**src/rtl/data_mem_access_unit_if.sv**
```systemverilog
// Data-memory bus between the access unit (master) and the memory (slave).
interface data_mem_access_unit_if;
    logic        bus_req;
    logic        bus_we;
    logic [15:0] bus_addr;
    logic [1:0]  bus_be;
    logic [15:0] bus_wdata;
    logic [15:0] bus_rdata;
    logic        bus_ack;

    modport master (
        output bus_req, bus_we, bus_addr, bus_be, bus_wdata,
        input  bus_rdata, bus_ack
    );

    modport slave (
        input  bus_req, bus_we, bus_addr, bus_be, bus_wdata,
        output bus_rdata, bus_ack
    );
endinterface

```
**src/rtl/data_mem_access_unit.sv**
```systemverilog
// Turns control-unit read/write strobes into one req/ack data-memory transaction with lanes and timeout.
// Optional: define MEM_ALIGN_CHECK_EN to abort misaligned word accesses without touching the bus.
module data_mem_access_unit #(
    parameter int unsigned TIMEOUT_CYCLES = 255,
    parameter logic [15:0] ERR_RDATA      = 16'hFFFF
) (
    input  logic        clk,
    input  logic        reset,
    input  logic        mem_rd_en,
    input  logic        mem_wr_en,
    input  logic [15:0] addr,
    input  logic [15:0] wr_data,
    input  logic        byte_mode,
    output logic        mem_rd_done,
    output logic        mem_wr_done,
    output logic [15:0] rd_data,
    output logic        bus_err,
    data_mem_access_unit_if.master bus
);
    localparam int unsigned CNT_W = 8;

    typedef enum logic [1:0] {IDLE, REQ, ABORT} state_t;

    state_t             state, state_d;
    logic               rd_en_q, wr_en_q;
    logic [CNT_W-1:0]   cnt, cnt_d;
    logic               is_wr_q, is_wr_d;
    logic               byte_q, byte_d;
    logic               lsb_q, lsb_d;
    logic               req_d, we_d;
    logic [15:0]        baddr_d, wdata_d, rd_data_d;
    logic [1:0]         be_d;
    logic               rd_done_d, wr_done_d, err_d;
    logic               rd_req, wr_req, misaligned;

    assign rd_req = mem_rd_en & ~rd_en_q;
    assign wr_req = mem_wr_en & ~wr_en_q;

`ifdef MEM_ALIGN_CHECK_EN
    assign misaligned = ~byte_mode & addr[0];
`else
    assign misaligned = 1'b0;
`endif

    // Next-state and next-output logic; every register holds unless a transition updates it.
    always_comb begin
        state_d   = state;
        cnt_d     = cnt;
        is_wr_d   = is_wr_q;
        byte_d    = byte_q;
        lsb_d     = lsb_q;
        req_d     = bus.bus_req;
        we_d      = bus.bus_we;
        baddr_d   = bus.bus_addr;
        be_d      = bus.bus_be;
        wdata_d   = bus.bus_wdata;
        rd_data_d = rd_data;
        rd_done_d = mem_rd_done;
        wr_done_d = mem_wr_done;
        err_d     = 1'b0;

        case (state)
            IDLE: begin
                if (rd_req || wr_req) begin
                    // Coincident strobes resolve to the write.
                    is_wr_d   = wr_req;
                    byte_d    = byte_mode;
                    lsb_d     = addr[0];
                    rd_done_d = 1'b0;
                    wr_done_d = 1'b0;
                    cnt_d     = '0;
                    if (misaligned) begin
                        state_d = ABORT;
                    end else begin
                        state_d = REQ;
                        req_d   = 1'b1;
                        we_d    = wr_req;
                        baddr_d = {addr[15:1], 1'b0};
                        be_d    = byte_mode ? (addr[0] ? 2'b10 : 2'b01) : 2'b11;
                        wdata_d = byte_mode ? {wr_data[7:0], wr_data[7:0]} : wr_data;
                    end
                end
            end
            REQ: begin
                if (bus.bus_ack) begin
                    req_d   = 1'b0;
                    state_d = IDLE;
                    if (is_wr_q) begin
                        wr_done_d = 1'b1;
                    end else begin
                        rd_done_d = 1'b1;
                        if (!byte_q)
                            rd_data_d = bus.bus_rdata;
                        else if (lsb_q)
                            rd_data_d = {8'h00, bus.bus_rdata[15:8]};
                        else
                            rd_data_d = {8'h00, bus.bus_rdata[7:0]};
                    end
                end else if (cnt == CNT_W'(TIMEOUT_CYCLES - 1)) begin
                    req_d   = 1'b0;
                    state_d = ABORT;
                end else begin
                    cnt_d = cnt + CNT_W'(1);
                end
            end
            ABORT: begin
                // Complete the access with an error so the control unit never stalls.
                err_d   = 1'b1;
                state_d = IDLE;
                if (is_wr_q) begin
                    wr_done_d = 1'b1;
                end else begin
                    rd_done_d = 1'b1;
                    rd_data_d = ERR_RDATA;
                end
            end
            default: state_d = IDLE;
        endcase
    end

    // State and output registers.
    always_ff @(posedge clk) begin
        if (reset) begin
            state         <= IDLE;
            rd_en_q       <= 1'b0;
            wr_en_q       <= 1'b0;
            cnt           <= '0;
            is_wr_q       <= 1'b0;
            byte_q        <= 1'b0;
            lsb_q         <= 1'b0;
            bus.bus_req   <= 1'b0;
            bus.bus_we    <= 1'b0;
            bus.bus_addr  <= '0;
            bus.bus_be    <= '0;
            bus.bus_wdata <= '0;
            rd_data       <= '0;
            mem_rd_done   <= 1'b0;
            mem_wr_done   <= 1'b0;
            bus_err       <= 1'b0;
        end else begin
            state         <= state_d;
            rd_en_q       <= mem_rd_en;
            wr_en_q       <= mem_wr_en;
            cnt           <= cnt_d;
            is_wr_q       <= is_wr_d;
            byte_q        <= byte_d;
            lsb_q         <= lsb_d;
            bus.bus_req   <= req_d;
            bus.bus_we    <= we_d;
            bus.bus_addr  <= baddr_d;
            bus.bus_be    <= be_d;
            bus.bus_wdata <= wdata_d;
            rd_data       <= rd_data_d;
            mem_rd_done   <= rd_done_d;
            mem_wr_done   <= wr_done_d;
            bus_err       <= err_d;
        end
    end
endmodule
```
**src/flat_wrapper.sv**
```systemverilog
// flat-port wrapper written by rule: the top's interface ports become plain ports
module data_mem_access_unit_flat 
#(
    parameter int unsigned TIMEOUT_CYCLES = 255,
    parameter logic [15:0] ERR_RDATA      = 16'hFFFF
)
  (clk, reset, mem_rd_en, mem_wr_en, addr, wr_data, byte_mode, mem_rd_done, mem_wr_done, rd_data, bus_err, bus_bus_req, bus_bus_we, bus_bus_addr, bus_bus_be, bus_bus_wdata, bus_bus_rdata, bus_bus_ack);
  data_mem_access_unit_if bus_i ();
  input  logic clk;
  input  logic reset;
  input  logic mem_rd_en;
  input  logic mem_wr_en;
  input  logic [15:0] addr;
  input  logic [15:0] wr_data;
  input  logic byte_mode;
  output logic mem_rd_done;
  output logic mem_wr_done;
  output logic [15:0] rd_data;
  output logic bus_err;
  output wire logic [$bits(bus_i.bus_req)-1:0] bus_bus_req;
  output wire logic [$bits(bus_i.bus_we)-1:0] bus_bus_we;
  output wire logic [$bits(bus_i.bus_addr)-1:0] bus_bus_addr;
  output wire logic [$bits(bus_i.bus_be)-1:0] bus_bus_be;
  output wire logic [$bits(bus_i.bus_wdata)-1:0] bus_bus_wdata;
  input wire logic [$bits(bus_i.bus_rdata)-1:0] bus_bus_rdata;
  input wire logic [$bits(bus_i.bus_ack)-1:0] bus_bus_ack;
  assign bus_bus_req = bus_i.bus_req;
  assign bus_bus_we = bus_i.bus_we;
  assign bus_bus_addr = bus_i.bus_addr;
  assign bus_bus_be = bus_i.bus_be;
  assign bus_bus_wdata = bus_i.bus_wdata;
  assign bus_i.bus_rdata = bus_bus_rdata;
  assign bus_i.bus_ack = bus_bus_ack;
  data_mem_access_unit #(.TIMEOUT_CYCLES(TIMEOUT_CYCLES), .ERR_RDATA(ERR_RDATA)) u_core (.clk(clk), .reset(reset), .mem_rd_en(mem_rd_en), .mem_wr_en(mem_wr_en), .addr(addr), .wr_data(wr_data), .byte_mode(byte_mode), .mem_rd_done(mem_rd_done), .mem_wr_done(mem_wr_done), .rd_data(rd_data), .bus_err(bus_err), .bus(bus_i));
endmodule
```
**config.mk**
```make
export PLATFORM = sky130hd
export DESIGN_NAME = data_mem_access_unit_flat
export DESIGN_NICKNAME = d
export VERILOG_FILES = /design/src/rtl/data_mem_access_unit_if.sv /design/src/rtl/data_mem_access_unit.sv /design/src/flat_wrapper.sv
export SDC_FILE = /design/constraint.sdc
export NUM_CORES = 1
export LEC_CHECK = 0
export CAP_MARGIN = 10
export CORE_ASPECT_RATIO = 0.75
export CORE_MARGIN = 2
export CORE_UTILIZATION = 45
export CTS_BUF_LIST = sky130_fd_sc_hd__clkbuf_4 sky130_fd_sc_hd__clkbuf_8 sky130_fd_sc_hd__clkbuf_16
export CTS_CLUSTER_SIZE = 24
export DETAILED_ROUTE_END_ITERATION = 12
export PLACE_DENSITY = 0.81
export SLEW_MARGIN = 10
export SYNTH_ARGS = -nofsm -noshare
export SYNTH_HDL_FRONTEND = slang
export SYNTH_SLANG_ARGS = --single-unit
```
**constraint.sdc**
```tcl
create_clock -name clk -period 3.2 [get_ports clk]
set_input_delay 0.64 -clock clk [delete_from_list [all_inputs] [get_ports clk]]
set_output_delay 0.64 -clock clk [all_outputs]
set_load 0.05 [all_outputs]
```
Word level (Yosys, flattened, before mapping):

Index checks and enable logic that the tools add are counted.

* magnitude comparators: 0
* add/subtract/negate cells: 1
* bitwise gates (word level): 4
* $mul: 0
* equal/unequal tests: 10
* shift-type cells: 0
* reductions and logical operators: 11
* div/mod/pow operators: 0
* mux-type cells: 29

Operators with widths (count)
* 2-to-1 mux 16 bit: 5
* 2-to-1 mux 8 bit: 4
* one-hot mux 16 bit (2 select lines): 1
* one-hot mux 8 bit (2 select lines): 1
* 2-to-1 mux 2 bit: 5
* != test 2 bit (second input constant): 5
* 2-to-1 mux 1 bit: 9
* adder 8 x 1 -> 8 bit (second input constant): 1
* equality test 8 bit (second input constant): 1
* AND reduction 4 bit: 2
* one-hot mux 1 bit (3 select lines): 2
* AND reduction 3 bit: 2
* one-hot mux 2 bit (2 select lines): 1
* AND reduction 2 bit: 2
* nonzero test 2 bit: 2
* != test 3 x 2 -> 1 bit (second input constant): 1
* nonzero test 3 bit: 1
* bitwise AND 1 bit: 2
* equality test 2 x 1 -> 1 bit (second input constant): 1
* equality test 2 bit (second input constant): 1
* zero test 2 bit: 1
* != test 2 x 1 -> 1 bit (second input constant): 1
* inverter 1 bit: 2
* one-hot mux 1 bit (2 select lines): 1
* logical OR 1 bit: 1

* bits of input ports: 54
* memory bits (writable): 0
* ROM bits: 0
* flip-flop bits (word level): 68
* memories kept: 0
* latch bits: 0
* word-level logic and storage cells: 70
* output and inout bits: 55

Logic depth before layout (Yosys ltp):

* depth after elaboration: 5
* depth in mapped cells: 8
* depth with buffers taken out: 6

Worst setup path before layout:

OpenSTA, ideal clock, no wires.

* kind: input to register
* start point: in bus_bus_ack
* end point: reg u_core.rd_data[5]
* path buffers: 2
* data required time: 3.063 ns
* data arrival time: 1.593 ns
* slack: 1.470 ns
* setup time: 0.137 ns
* cell stages on the path: 6
* path through: and2b_2 o22ai_2 and2_1 buf_2 buf_6 a211oi_1

* word-level cells in the longest chain between the ends: 2

RTL lines
* from (decl): line flat_wrapper.sv:26 `input wire logic [$bits(bus_i.bus_ack)-1:0] bus_bus_ack;`
* != test 2 bit (no source line)
* AND reduction 4 bit (no source line)
* to (signal assigned): line data_mem_access_unit.sv:153 `rd_data <= rd_data_d;`
* to (decl): line data_mem_access_unit.sv:16 `output logic [15:0] rd_data,`

Every way passes these cells.
A chain may end at the register's enable or synchronous reset.

==> run summary <==
CP startpoint: u_core.is_wr_q$_SDFFE_PP0P_
HP Class: flop to flop
final worst-path setup slack: 0.912 ns
Worst EP arrival: 1.65 ns
final slew viol count: 0
die area: 7270 sq um
Seq. cell area: 1360 sq um
register share of total power: 35.5%
combinational power share: 37.4%
IO Count: 109
FMAX: 437 MHz
cell taking the most area after synthesis: dfxtp_1
Slew HR: 40.2%
Slew @ Worst Pin: 0.897 ns
Final Non-Filler Cells: 529
Area growth syn-to-layout: 43.5%
Leak: 1.59 nW
minimum clock period: 2.29 ns
synth warn: 0
CP Cell Sequence: clkdlybuf4s50_1
Avg Cell Area, Syn: 8.53 sq um
Final Power: 2.91 mW
Synth Register Bits: 68
most instantiated cells after synthesis: dfxtp_1 (68), nand2_1 (58), a21oi_1 (57)
R2R depth: 6
CP Launch Type: flop
CTS tree: yes
top-area cell type share of the netlist area: 45.9%
Synth Net Count: 408
Levels on crit path: 1
post-CTS sizing: 0
largest net degree at the start of global routing: 66
clk buf depth: 2
ant diodes: 0
CP top delay family: buffers and inverters
num rows: 25
CTS buffer count: 9
final hold viol count: 0
Routability Congestion: 0.868
dpl hpwl: 5680 microns
CP required: 2.56 ns
die width: 97.8 microns
area occupied by multi-input gates: 1450 sq um
GRT Overall Usage: 22.0%
sw frac: 38.7%
Die Y: 74.3 microns
first-pass GRT wire length: 12600 microns
total iterations of the first detailed-routing run: 4
initial drt markers: 151
capturing point of the worst reg2reg path: u_core.mem_wr_done$_SDFFE_PP0P_
initial antenna violation count: 0
Fin Clk Skew: 0.00629 ns
pre-CTS setup slack: 0.686 ns
Post-Route WL: 8040 microns
root buf cell: clkbuf_8
sequential cell area fraction in the yosys report: 45.9%
Most used DFF post-synth: dfxtp_1
RR Startpoint: u_core.state[0]$_SDFFE_PP0P_
Final TNS setup: 0 ns
via count: 2903
Pint: 1.78 mW
drt wl/cell: 15.2 microns
clock network fraction of total power: 27.1%
CP Capture Type: primary output
Peak VDD IR: 0.377 mV
Area contributors post-synth: dfxtp_1 (46%), a21oi_1 (9.6%), a211oi_1 (8.6%)
PD cells: 682 nW/um^2
status: finished, final reports clean
Total Nets Final: 503
Via density: 5.49
fraction of layout cells with a size suffix above 1: 6.47%
PortBufs: 107
CP max stage delay: 0.85 ns
post-synthesis cell count: 348
H-tree lvl count: 3
Setup CP Type: flop to primary output
setup violators final: 0
P_sw: 1.12 mW
fill cell count: 514
vias in the first global route: 2631
slowest CP cell: clkdlybuf4s50_1
CTS Hold Bufs: 0
Crit path buffers/inverters: 1
postcts setup bufs: 0
Worst Path Max Fanout: 5
number of routed nets with antenna violations: 0
DRC: 0
Clock Sinks: 68
insertion delay to the later sink of the worst-skew pair: 0.35 ns
worst hold margin: 0.455 ns
most frequent cell after synthesis: dfxtp_1
Async SR Flop Fraction: 0%
Post-synth EDFFs: 0
placed insts: 513
initial core utilization: 46.7%
remaining global-route overflow: 0
area of the mapped netlist: 2970 sq um
Register-to-Register Setup Slack: 1.00 ns
synth unique cells: 44
unrepaired setup endpoints after global routing: no
core box area: 6350 sq um
clock transition at the registers of the reported paths: 0.08 ns
max_cap viols: 0
Tcrit/Tclk final: 71.5%
Setup crit end: bus_bus_we
-- placed cells by master, fill, tap and decap left out, types with 2 or more instances in the layout --
master / n
clkinv_4: 2
and3_1: 9
nor2b_1: 3
nand4_1: 2
clkbuf_8: 9
mux2i_1: 8
a31oi_1: 5
nor3_1: 3
nand2b_4: 2
o21ai_0: 7
or4_1: 5
nand3_1: 10
inv_1: 8
o31ai_1: 2
dfxtp_1: 68
a211oi_1: 34
a21oi_1: 57
a211oi_2: 2
buf_4: 4
bufinv_16: 2
nand2_1: 58
clkdlybuf4s50_1: 106
nor2_1: 12
ha_1: 6
-- worst min-delay path by stage --
stage / slack, ns / cells past startpoint / to / start
floorplan: 0.45 / 1 / u_core.cnt[7]$_SDFFE_PP0P_ / u_core.cnt[7]$_SDFFE_PP0P_
global placement: 0.44 / 2 / u_core.bus.bus_addr[2]$_SDFFE_PP0P_ / u_core.bus.bus_addr[2]$_SDFFE_PP0P_
detailed placement: 0.45 / 2 / u_core.bus.bus_addr[5]$_SDFFE_PP0P_ / u_core.bus.bus_addr[5]$_SDFFE_PP0P_
CTS: 0.46 / 2 / u_core.bus.bus_addr[5]$_SDFFE_PP0P_ / u_core.bus.bus_addr[5]$_SDFFE_PP0P_
global route: 0.48 / 2 / u_core.bus.bus_addr[14]$_SDFFE_PP0P_ / u_core.bus.bus_addr[14]$_SDFFE_PP0P_
finish: 0.45 / 2 / u_core.bus.bus_wdata[4]$_SDFFE_PP0P_ / u_core.bus.bus_wdata[4]$_SDFFE_PP0P_
-- kinds of logic after synthesis --
kind of cell	after synthesis	share of synthesized area (%)
AO/OA/AOI/OAI	117	24.7
AND/OR/NAND/NOR	113	18.5
flip-flops	68	45.9
buffers and inverters	35	5.65
multiplexers	8	2.70
adder cells (fa/ha/maj)	6	2.53
other	1	0.126
-- power by group through the flow --
| stage | logic, mW | clock network (mW) | registers, mW |
|---|---|---|---|
| floorplan | 0.367 | 0 | 1.41 |
| global placement | 1.07 | 0 | 1.05 |
| detailed placement | 1.08 | 0 | 1.05 |
| CTS | 1.09 | 0.800 | 1.03 |
| global route | 1.15 | 0.838 | 1.05 |
| finish | 1.09 | 0.788 | 1.03 |
-- sequential cells by signal (all words and copies together) (netlist names) --
register	flops
u_core.bus.bus_wdata	16
u_core.rd_data	16
u_core.bus.bus_addr	15
u_core.cnt	8
u_core.bus.bus_be	2
u_core.state	2
u_core.bus.bus_req	1
u_core.bus_err	1
u_core.byte_q	1
u_core.is_wr_q	1
u_core.lsb_q	1
u_core.mem_rd_done	1
u_core.mem_wr_done	1
u_core.rd_en_q	1
u_core.wr_en_q	1
-- per-layer routing --
metal / vias to the layer above / global-route usage [%] / wire, microns
li1: 1436 / - / -
met2: 121 / 33.3 / 3580
met1: 1334 / 27.8 / 3570
met3: 12 / 11.3 / 782
met4: 0 / 6.64 / 112
met5: - / 0 / 0
-- final cells by class --
type / instances / area share, %
clock buffer: 9 / 2.91
inverter: 8 / 0.705
tap: 81 / 2.38
timing repair buffer: 111 / 25.7
sequential: 68 / 32.0
clock inverter: 7 / 2.32
multi-input combinational: 245 / 34.0
-- metrics by stage --
stage               util, %  instance area, sq um
finish                 67.1                  4260
global route           67.1                  4260
CTS                    67.1                  4260
detailed placement     63.5                  4040
global placement       63.5                  4040
floorplan                 -                  2970
Power figures use the tool's default switching activity.
